[src/rtl/vga_frame_capture_if.sv]
// rtl/vga_frame_capture_if.sv - VGA sample inputs plus capture-port and frame-status outputs
interface vga_frame_capture_if #(
    parameter int CAP_ADDR_WIDTH = 19
);
    logic                      pixel_en_i;
    logic                      hsync_i;
    logic                      vsync_i;
    logic                      vga_red_i;
    logic                      vga_green_i;
    logic                      vga_blue_i;
    logic                      wr_en_o;
    logic [CAP_ADDR_WIDTH-1:0] wr_addr_o;
    logic [2:0]                wr_data_o;
    logic                      locked_o;
    logic                      sync_error_o;
    logic                      frame_done_o;
    logic [15:0]               frame_count_o;
    logic [15:0]               frame_crc_o;

    modport master (
        output pixel_en_i, hsync_i, vsync_i, vga_red_i, vga_green_i, vga_blue_i,
        input  wr_en_o, wr_addr_o, wr_data_o, locked_o, sync_error_o,
        input  frame_done_o, frame_count_o, frame_crc_o
    );

    modport slave (
        input  pixel_en_i, hsync_i, vsync_i, vga_red_i, vga_green_i, vga_blue_i,
        output wr_en_o, wr_addr_o, wr_data_o, locked_o, sync_error_o,
        output frame_done_o, frame_count_o, frame_crc_o
    );
endinterface

[src/rtl/vga_frame_capture.sv]
// rtl/vga_frame_capture.sv - VGA receive decoder: sync lock, pixel capture writes, frame stats
// Define CAPTURE_CRC_EN to add a per-frame CRC-16-CCITT of captured pixels on frame_crc_o.
module vga_frame_capture #(
    parameter int ACTIVE_COLUMNS = 640,
    parameter int ACTIVE_ROWS    = 480,
    parameter int H_SYNC         = 96,
    parameter int H_BACK_PORCH   = 48,
    parameter int H_TOTAL        = 800,
    parameter int V_SYNC         = 2,
    parameter int V_BACK_PORCH   = 33,
    parameter int V_TOTAL        = 525,
    parameter int CAP_ADDR_WIDTH = 19
) (
    input  logic               clk_i,
    input  logic               reset_ni,
    vga_frame_capture_if.slave bus
);
    localparam int HW      = $clog2(H_TOTAL + 1);
    localparam int VW      = $clog2(V_TOTAL + 1);
    localparam int H_START = H_SYNC + H_BACK_PORCH;
    localparam int V_START = V_SYNC + V_BACK_PORCH;

    typedef enum logic [1:0] {SEEK, ALIGN, LOCKED} state_t;

    state_t                    state, state_next;
    logic                      have_ref, have_ref_next;
    logic                      hs_q, vs_q, hs_prev, vs_prev, tick_d;
    logic [2:0]                rgb_q;
    logic [HW-1:0]             hcount, hcount_next;
    logic [VW-1:0]             vcount, vcount_next;
    logic                      hs_fall, vs_fall, line_ok, frame_ok;
    logic                      err_set, done, lock_enter, write;
    logic                      h_active, v_active;
    logic [CAP_ADDR_WIDTH-1:0] addr_next;
    logic                      wr_en;
    logic [CAP_ADDR_WIDTH-1:0] wr_addr;
    logic [2:0]                wr_data;
    logic                      sync_error, frame_done;
    logic [15:0]               frame_count;

    // Stage 1: sample on the pixel tick; stage 2 (tick_d) decodes edges and counts
    always_ff @(posedge clk_i or negedge reset_ni) begin
        if (!reset_ni) begin
            hs_q    <= 1'b1;
            vs_q    <= 1'b1;
            hs_prev <= 1'b1;
            vs_prev <= 1'b1;
            rgb_q   <= 3'b000;
            tick_d  <= 1'b0;
        end else begin
            tick_d <= bus.pixel_en_i;
            if (bus.pixel_en_i) begin
                hs_prev <= hs_q;
                vs_prev <= vs_q;
                hs_q    <= bus.hsync_i;
                vs_q    <= bus.vsync_i;
                rgb_q   <= {bus.vga_red_i, bus.vga_green_i, bus.vga_blue_i};
            end
        end
    end

    assign hs_fall  = tick_d && hs_prev && !hs_q;
    assign vs_fall  = tick_d && vs_prev && !vs_q;
    assign line_ok  = (hcount == HW'(H_TOTAL - 1));
    assign frame_ok = (vcount == VW'(V_TOTAL - 1));

    always_comb begin
        hcount_next = hcount;
        vcount_next = vcount;
        if (tick_d) begin
            if (hs_fall)
                hcount_next = '0;
            else if (hcount != HW'(H_TOTAL))
                hcount_next = hcount + HW'(1);
            if (vs_fall)
                vcount_next = '0;
            else if (hs_fall && vcount != VW'(V_TOTAL))
                vcount_next = vcount + VW'(1);
        end
    end

    // have_ref marks that ALIGN has a trustworthy vsync edge to measure the frame from
    always_comb begin
        state_next    = state;
        have_ref_next = have_ref;
        err_set       = 1'b0;
        done          = 1'b0;
        case (state)
            SEEK: begin
                if (vs_fall) begin
                    state_next    = ALIGN;
                    have_ref_next = 1'b1;
                end
            end
            ALIGN: begin
                if (vs_fall) begin
                    if (have_ref && frame_ok) begin
                        state_next = LOCKED;
                    end else begin
                        err_set       = have_ref;
                        have_ref_next = 1'b1;
                    end
                end
            end
            LOCKED: begin
                if (vs_fall && !frame_ok) begin
                    err_set       = 1'b1;
                    state_next    = ALIGN;
                    have_ref_next = 1'b1;
                end else if (hs_fall && !line_ok) begin
                    err_set       = 1'b1;
                    state_next    = ALIGN;
                    have_ref_next = vs_fall;
                end else if (vs_fall) begin
                    done = 1'b1;
                end
            end
            default: begin
                state_next    = SEEK;
                have_ref_next = 1'b0;
            end
        endcase
    end

    assign lock_enter = (state != LOCKED) && (state_next == LOCKED);

    always_comb begin
        h_active  = (hcount_next >= HW'(H_START)) && (hcount_next < HW'(H_START + ACTIVE_COLUMNS));
        v_active  = (vcount_next >= VW'(V_START)) && (vcount_next < VW'(V_START + ACTIVE_ROWS));
        write     = tick_d && (state == LOCKED) && (state_next == LOCKED) && h_active && v_active;
        addr_next = CAP_ADDR_WIDTH'(vcount_next - VW'(V_START)) * CAP_ADDR_WIDTH'(ACTIVE_COLUMNS)
                  + CAP_ADDR_WIDTH'(hcount_next - HW'(H_START));
    end

    always_ff @(posedge clk_i or negedge reset_ni) begin
        if (!reset_ni) begin
            state       <= SEEK;
            have_ref    <= 1'b0;
            hcount      <= '0;
            vcount      <= '0;
            wr_en       <= 1'b0;
            wr_addr     <= '0;
            wr_data     <= 3'b000;
            sync_error  <= 1'b0;
            frame_done  <= 1'b0;
            frame_count <= 16'h0000;
        end else begin
            state      <= state_next;
            have_ref   <= have_ref_next;
            hcount     <= hcount_next;
            vcount     <= vcount_next;
            wr_en      <= write;
            frame_done <= done;
            if (write) begin
                wr_addr <= addr_next;
                wr_data <= rgb_q;
            end
            if (err_set)
                sync_error <= 1'b1;
            if (done)
                frame_count <= frame_count + 16'd1;
        end
    end

`ifdef CAPTURE_CRC_EN
    logic [15:0] crc_run, crc_last;

    function automatic logic [15:0] crc_step3(input logic [15:0] c, input logic [2:0] d);
        logic [15:0] r;
        r = c;
        for (int i = 2; i >= 0; i--)
            r = {r[14:0], 1'b0} ^ ((r[15] ^ d[i]) ? 16'h1021 : 16'h0000);
        return r;
    endfunction

    // Restart on lock entry too, so pixels of an aborted frame never leak into the next result
    always_ff @(posedge clk_i or negedge reset_ni) begin
        if (!reset_ni) begin
            crc_run  <= 16'hFFFF;
            crc_last <= 16'h0000;
        end else if (done) begin
            crc_last <= crc_run;
            crc_run  <= 16'hFFFF;
        end else if (lock_enter) begin
            crc_run <= 16'hFFFF;
        end else if (write) begin
            crc_run <= crc_step3(crc_run, rgb_q);
        end
    end

    assign bus.frame_crc_o = crc_last;
`else
    logic unused_lock_enter;
    assign unused_lock_enter = lock_enter;
    assign bus.frame_crc_o   = 16'h0000;
`endif

    assign bus.wr_en_o       = wr_en;
    assign bus.wr_addr_o     = wr_addr;
    assign bus.wr_data_o     = wr_data;
    assign bus.locked_o      = (state == LOCKED);
    assign bus.sync_error_o  = sync_error;
    assign bus.frame_done_o  = frame_done;
    assign bus.frame_count_o = frame_count;
endmodule
[src/flat_wrapper.sv]
// flat-port wrapper written by rule: the top's interface ports become plain ports
module vga_frame_capture_flat 
#(
    parameter int ACTIVE_COLUMNS = 640,
    parameter int ACTIVE_ROWS    = 480,
    parameter int H_SYNC         = 96,
    parameter int H_BACK_PORCH   = 48,
    parameter int H_TOTAL        = 800,
    parameter int V_SYNC         = 2,
    parameter int V_BACK_PORCH   = 33,
    parameter int V_TOTAL        = 525,
    parameter int CAP_ADDR_WIDTH = 19
)
  (clk_i, reset_ni, bus_pixel_en_i, bus_hsync_i, bus_vsync_i, bus_vga_red_i, bus_vga_green_i, bus_vga_blue_i, bus_wr_en_o, bus_wr_addr_o, bus_wr_data_o, bus_locked_o, bus_sync_error_o, bus_frame_done_o, bus_frame_count_o, bus_frame_crc_o);
  vga_frame_capture_if #(.CAP_ADDR_WIDTH(CAP_ADDR_WIDTH)) bus_i ();
  input  logic clk_i;
  input  logic reset_ni;
  input wire logic [$bits(bus_i.pixel_en_i)-1:0] bus_pixel_en_i;
  input wire logic [$bits(bus_i.hsync_i)-1:0] bus_hsync_i;
  input wire logic [$bits(bus_i.vsync_i)-1:0] bus_vsync_i;
  input wire logic [$bits(bus_i.vga_red_i)-1:0] bus_vga_red_i;
  input wire logic [$bits(bus_i.vga_green_i)-1:0] bus_vga_green_i;
  input wire logic [$bits(bus_i.vga_blue_i)-1:0] bus_vga_blue_i;
  output wire logic [$bits(bus_i.wr_en_o)-1:0] bus_wr_en_o;
  output wire logic [$bits(bus_i.wr_addr_o)-1:0] bus_wr_addr_o;
  output wire logic [$bits(bus_i.wr_data_o)-1:0] bus_wr_data_o;
  output wire logic [$bits(bus_i.locked_o)-1:0] bus_locked_o;
  output wire logic [$bits(bus_i.sync_error_o)-1:0] bus_sync_error_o;
  output wire logic [$bits(bus_i.frame_done_o)-1:0] bus_frame_done_o;
  output wire logic [$bits(bus_i.frame_count_o)-1:0] bus_frame_count_o;
  output wire logic [$bits(bus_i.frame_crc_o)-1:0] bus_frame_crc_o;
  assign bus_i.pixel_en_i = bus_pixel_en_i;
  assign bus_i.hsync_i = bus_hsync_i;
  assign bus_i.vsync_i = bus_vsync_i;
  assign bus_i.vga_red_i = bus_vga_red_i;
  assign bus_i.vga_green_i = bus_vga_green_i;
  assign bus_i.vga_blue_i = bus_vga_blue_i;
  assign bus_wr_en_o = bus_i.wr_en_o;
  assign bus_wr_addr_o = bus_i.wr_addr_o;
  assign bus_wr_data_o = bus_i.wr_data_o;
  assign bus_locked_o = bus_i.locked_o;
  assign bus_sync_error_o = bus_i.sync_error_o;
  assign bus_frame_done_o = bus_i.frame_done_o;
  assign bus_frame_count_o = bus_i.frame_count_o;
  assign bus_frame_crc_o = bus_i.frame_crc_o;
  vga_frame_capture #(.ACTIVE_COLUMNS(ACTIVE_COLUMNS), .ACTIVE_ROWS(ACTIVE_ROWS), .H_SYNC(H_SYNC), .H_BACK_PORCH(H_BACK_PORCH), .H_TOTAL(H_TOTAL), .V_SYNC(V_SYNC), .V_BACK_PORCH(V_BACK_PORCH), .V_TOTAL(V_TOTAL), .CAP_ADDR_WIDTH(CAP_ADDR_WIDTH)) u_core (.clk_i(clk_i), .reset_ni(reset_ni), .bus(bus_i));
endmodule
[config.mk]
export PLATFORM = sky130hd
export DESIGN_NAME = vga_frame_capture_flat
export DESIGN_NICKNAME = d
export VERILOG_FILES = /design/src/rtl/vga_frame_capture_if.sv /design/src/rtl/vga_frame_capture.sv /design/src/flat_wrapper.sv
export SDC_FILE = /design/constraint.sdc
export NUM_CORES = 1
export LEC_CHECK = 0
export BUFFER_PORTS_ARGS = -buffer_cell sky130_fd_sc_hd__buf_2
export CAP_MARGIN = 40
export CORE_ASPECT_RATIO = 2
export CORE_UTILIZATION = 65
export CTS_BUF_LIST = sky130_fd_sc_hd__clkbuf_4
export DETAILED_ROUTE_END_ITERATION = 7
export GPL_TIMING_DRIVEN = 0
export PLACE_DENSITY = 0.88
export SYNTH_ARGS = -nofsm -noshare
export SYNTH_HDL_FRONTEND = slang
export SYNTH_SLANG_ARGS = --single-unit
[constraint.sdc]
create_clock -name clk_i -period 11 [get_ports clk_i]
set_input_delay 1.1 -clock clk_i [delete_from_list [all_inputs] [get_ports clk_i]]
set_output_delay 1.1 -clock clk_i [all_outputs]
set_load 0.05 [all_outputs]
==> impl_results.md <==
* Outcome: finished, final reports clean
* Max Freq at about 0.16 GHz
* Die Y-Extent at between 100 and 150 um
* Worst rel slew slack at approximately 42%
* CP required at between 10 and 15 ns
* Largest net degree at the start of global routing at 53
* Slew @ Worst Pin at roughly 0.86 ns
* GP Congestion at between 0.9 and 1
* Synth-to-layout area growth at 12.29%
* Worst EP arrival at roughly 6.6 ns
* Peak supply drop at between 0.3 and 0.4 mV
* Post-CTS Setup Bufs at 0
* Input/output buffers at between 40 and 50
* Cell variety after synth at slightly above 70
* Worst Path Max Fanout at 10
* Initial antenna violation count at 0
* # DRC at 0
* Final wirelength at 11.39 mm
* Maxcap violations at 0
* Total chip power at 1.309 mW
* Initial Util at between 60% and 70%
* Antenna Nets Post-Route at 0
* CTS resizes at 0
* GRT Resource Usage Total at between 30 and 40%
* Most common cell after layout, fill and taps aside: dfrtp_1
* Prevailing post-synth register cell: dfrtp_1
* H-tree Lvls at 3
* Endpoints failing hold at 0
* Sequential area share after synthesis at 35.93%
* Number of clock sinks at a little over 70
* HP Class: flop to flop
* Crit-path cells: and3b_1 > clkbuf_1 > clkbuf_1 > clkbuf_1 > nor2_1 > ha_1 > inv_1 > nand2_1 > o32ai_1 > a2bb2oi_1 > ha_1 > inv_1 > fa_1 > nor2b_1 > o21a_1 > nor2_1 > xnor2_1 > ha_1 > and2_1 > o21ai_0 > o31ai_1 > o41ai_1 > xnor3_1 > mux2_2
* Finish-stage setup viols at 0
* Via count at approximately 4200
* Final Instance Count excl. Fillers at 685
* Die X at around 64 um
* Detailed Route Iter0 Violations at ~210
* First-pass GRT wire length at around 19 mm
* Dpl hpwl at ~9 mm
* Layout cells sized above 1 at roughly 22%
* Avg Cell Area, Syn at 9.860 sq um
* Global Route met3 Usage at under 10%
* Critical Path Slowest Stage Cell: dfstp_2
* EDFF count, synth at 0
* Mapped Cells at 510
* Most frequent cells in the layout: 68 x dfrtp_1, 50 x buf_2, 41 x ha_1
* Root Buffer: clkbuf_4
* Clk_skew at around 0.029 ns
* Worst Path Class, Setup: flop to flop
* CTS tree: built
* Die area at slightly above 8000 sq um
* Final-stage net count at ~640
* Via density at 6.063
* Async S/R FF share, synth at 100.0%
* Clock Latency Late Sink at 0.48 ns
* Total CTS buffers at 9
* 1st-pass router iterations at 4
* Worst-path clk slew at approximately 0.15 ns
* Rows at 45
* Fin crit share at 56.30%
* GR peak layer: met2
* Yosys reg bits at 72
* Startpoint types: flop
* Max incr delay on CP at 0.57 ns
* YS warnings at 0
* Core area at 7545 sq um
* Met1 GRT Util at about 28%
* LEAKAGE at 2.794 nW
* Placed insts at 669
* Ant diodes at 0
* Top Ports at 66
* RSZ-0062 raised after global routing: false
* Synthesized area at 5029 sq um
* Final Critical Period at 6.193 ns
* P per Cell Area at about 230 nW/um^2
* Hold Buf Count CTS at 0
* Final Max Tran Viols at 0
* CTS Buffer Depth at 2
* Total gr overflow at 0
* Vias in the first global route at approximately 4400
* Routed length per instance at around 17 um
* Fin Setup TNS at 0 ns
* Met2 usage at ~57%
* CP endpoint kind: flop
registers in the layout, indices dropped and copies added (netlist names), 2 cells and up:
| signal | cells |
|---|---|
| u_core.bus.frame_count_o | 16 |
| u_core.bus.wr_addr_o | 19 |
| u_core.bus.wr_data_o | 3 |
| u_core.hcount | 10 |
| u_core.rgb_q | 3 |
| u_core.state | 2 |
| u_core.vcount | 10 |
synth_stat cells, types with 3 or more instances:
master,instances,area [sq um]
nor3_1,15,75.07
xor2_1,13,113.9
nor2b_1,8,50.05
nand2_1,34,127.6
nand2b_1,6,37.54
a31oi_1,4,25.02
dfstp_2,4,105.1
a211oi_1,3,22.52
nor4_1,8,50.05
mux2i_1,3,30.03
a21o_1,6,45.04
or3_1,3,18.77
buf_4,16,120.1
and3_1,7,43.79
o311ai_0,3,26.28
clkbuf_1,4,15.01
o31ai_1,3,22.52
xnor2_1,34,297.8
dfrtp_1,68,1702
nor2_1,39,146.4
inv_1,38,142.6
a21boi_0,5,37.54
and2_1,4,25.02
mux2_2,11,123.9
nand4_1,6,37.54
mux2_4,18,270.3
o31a_1,3,26.28
o21ai_0,18,90.09
ha_1,41,513.0
nand3_1,14,70.07
a21oi_1,15,75.07
path summary, 6_finish.rpt:
path / slack [ns] / start / cells after the start / endpoint
worst min-delay path: 0.47 / u_core.bus.frame_count_o[15] / 1 / u_core.bus.frame_count_o[15]
min in group asynchronous: 0.51 / reset_ni / 1 / u_core.vcount[6]
worst max-delay path: 4.81 / u_core.vs_prev / 24 / u_core.bus.wr_addr_o[18]
worst min register to register: 0.47 / u_core.bus.frame_count_o[15] / 1 / u_core.bus.frame_count_o[15]
max in group asynchronous: 9.89 / reset_ni / 2 / u_core.vs_q
worst max register to register: 4.81 / u_core.vs_prev / 24 / u_core.bus.wr_addr_o[18]
stage by stage:
stage	setup slack [ns]	hold WS [ns]	instance area (sq um)	util (%)
floorplan	5.941	0.4774	5085	-
global placement	5.042	0.4443	5448	72.21
detailed placement	4.920	0.4479	5478	72.60
CTS	4.859	0.4747	5647	74.84
global route	4.270	0.4956	5647	74.84
finish	4.807	0.4697	5647	74.84
logic make-up (layout without fill, tap and decap cells):
group	after synthesis	after routing	share of synthesized area [%]
flip-flops	72	72	35.93
buffers and inverters	62	128	6.171
XOR/XNOR	48	48	8.634
AO/OA/AOI/OAI	88	88	12.64
AND/OR/NAND/NOR	164	164	17.12
multiplexers	32	32	8.435
other	1	16	0.07457
adder cells (fa/ha/maj)	43	43	11.00
where the power goes:
group | switching (mW) | internal [mW]
Clock | 0.106 | 0.0941
Combinational | 0.459 | 0.350
Sequential | 0.0191 | 0.280
Total | 0.585 | 0.724
layout make-up:
| type | count | area (sq um) |
|---|---|---|
| Buffer | 24 | 167.7 |
| Clock buffer | 9 | 67.56 |
| Clock inverter | 7 | 101.3 |
| Fill cell | 546 | 1898 |
| Inverter | 38 | 142.6 |
| Multi-Input combinational cell | 391 | 2968 |
| Sequential cell | 72 | 1807 |
| Tap cell | 94 | 117.6 |
| Timing Repair Buffer | 50 | 275.3 |
metal layers:
metal	wire length (um)	vias up
met5	0	-
met4	652	0
met3	414	53
met2	6425	128
met1	3902	2042
li1	-	1930
critical path, delay by kind of cell, from the launching register on:
family | cells | cell delay [ns]
buffers and inverters | 5 | 1.32
adders and majority gates | 4 | 1.40
muxes | 1 | 0.27
xor gates and xnor gates | 2 | 0.42
AOI/OAI and AO/OA | 6 | 1.30
and+or+nand+nor | 6 | 0.78
DFF | 1 | 0.57
No activity file was read; power rests on OpenSTA's default activity.
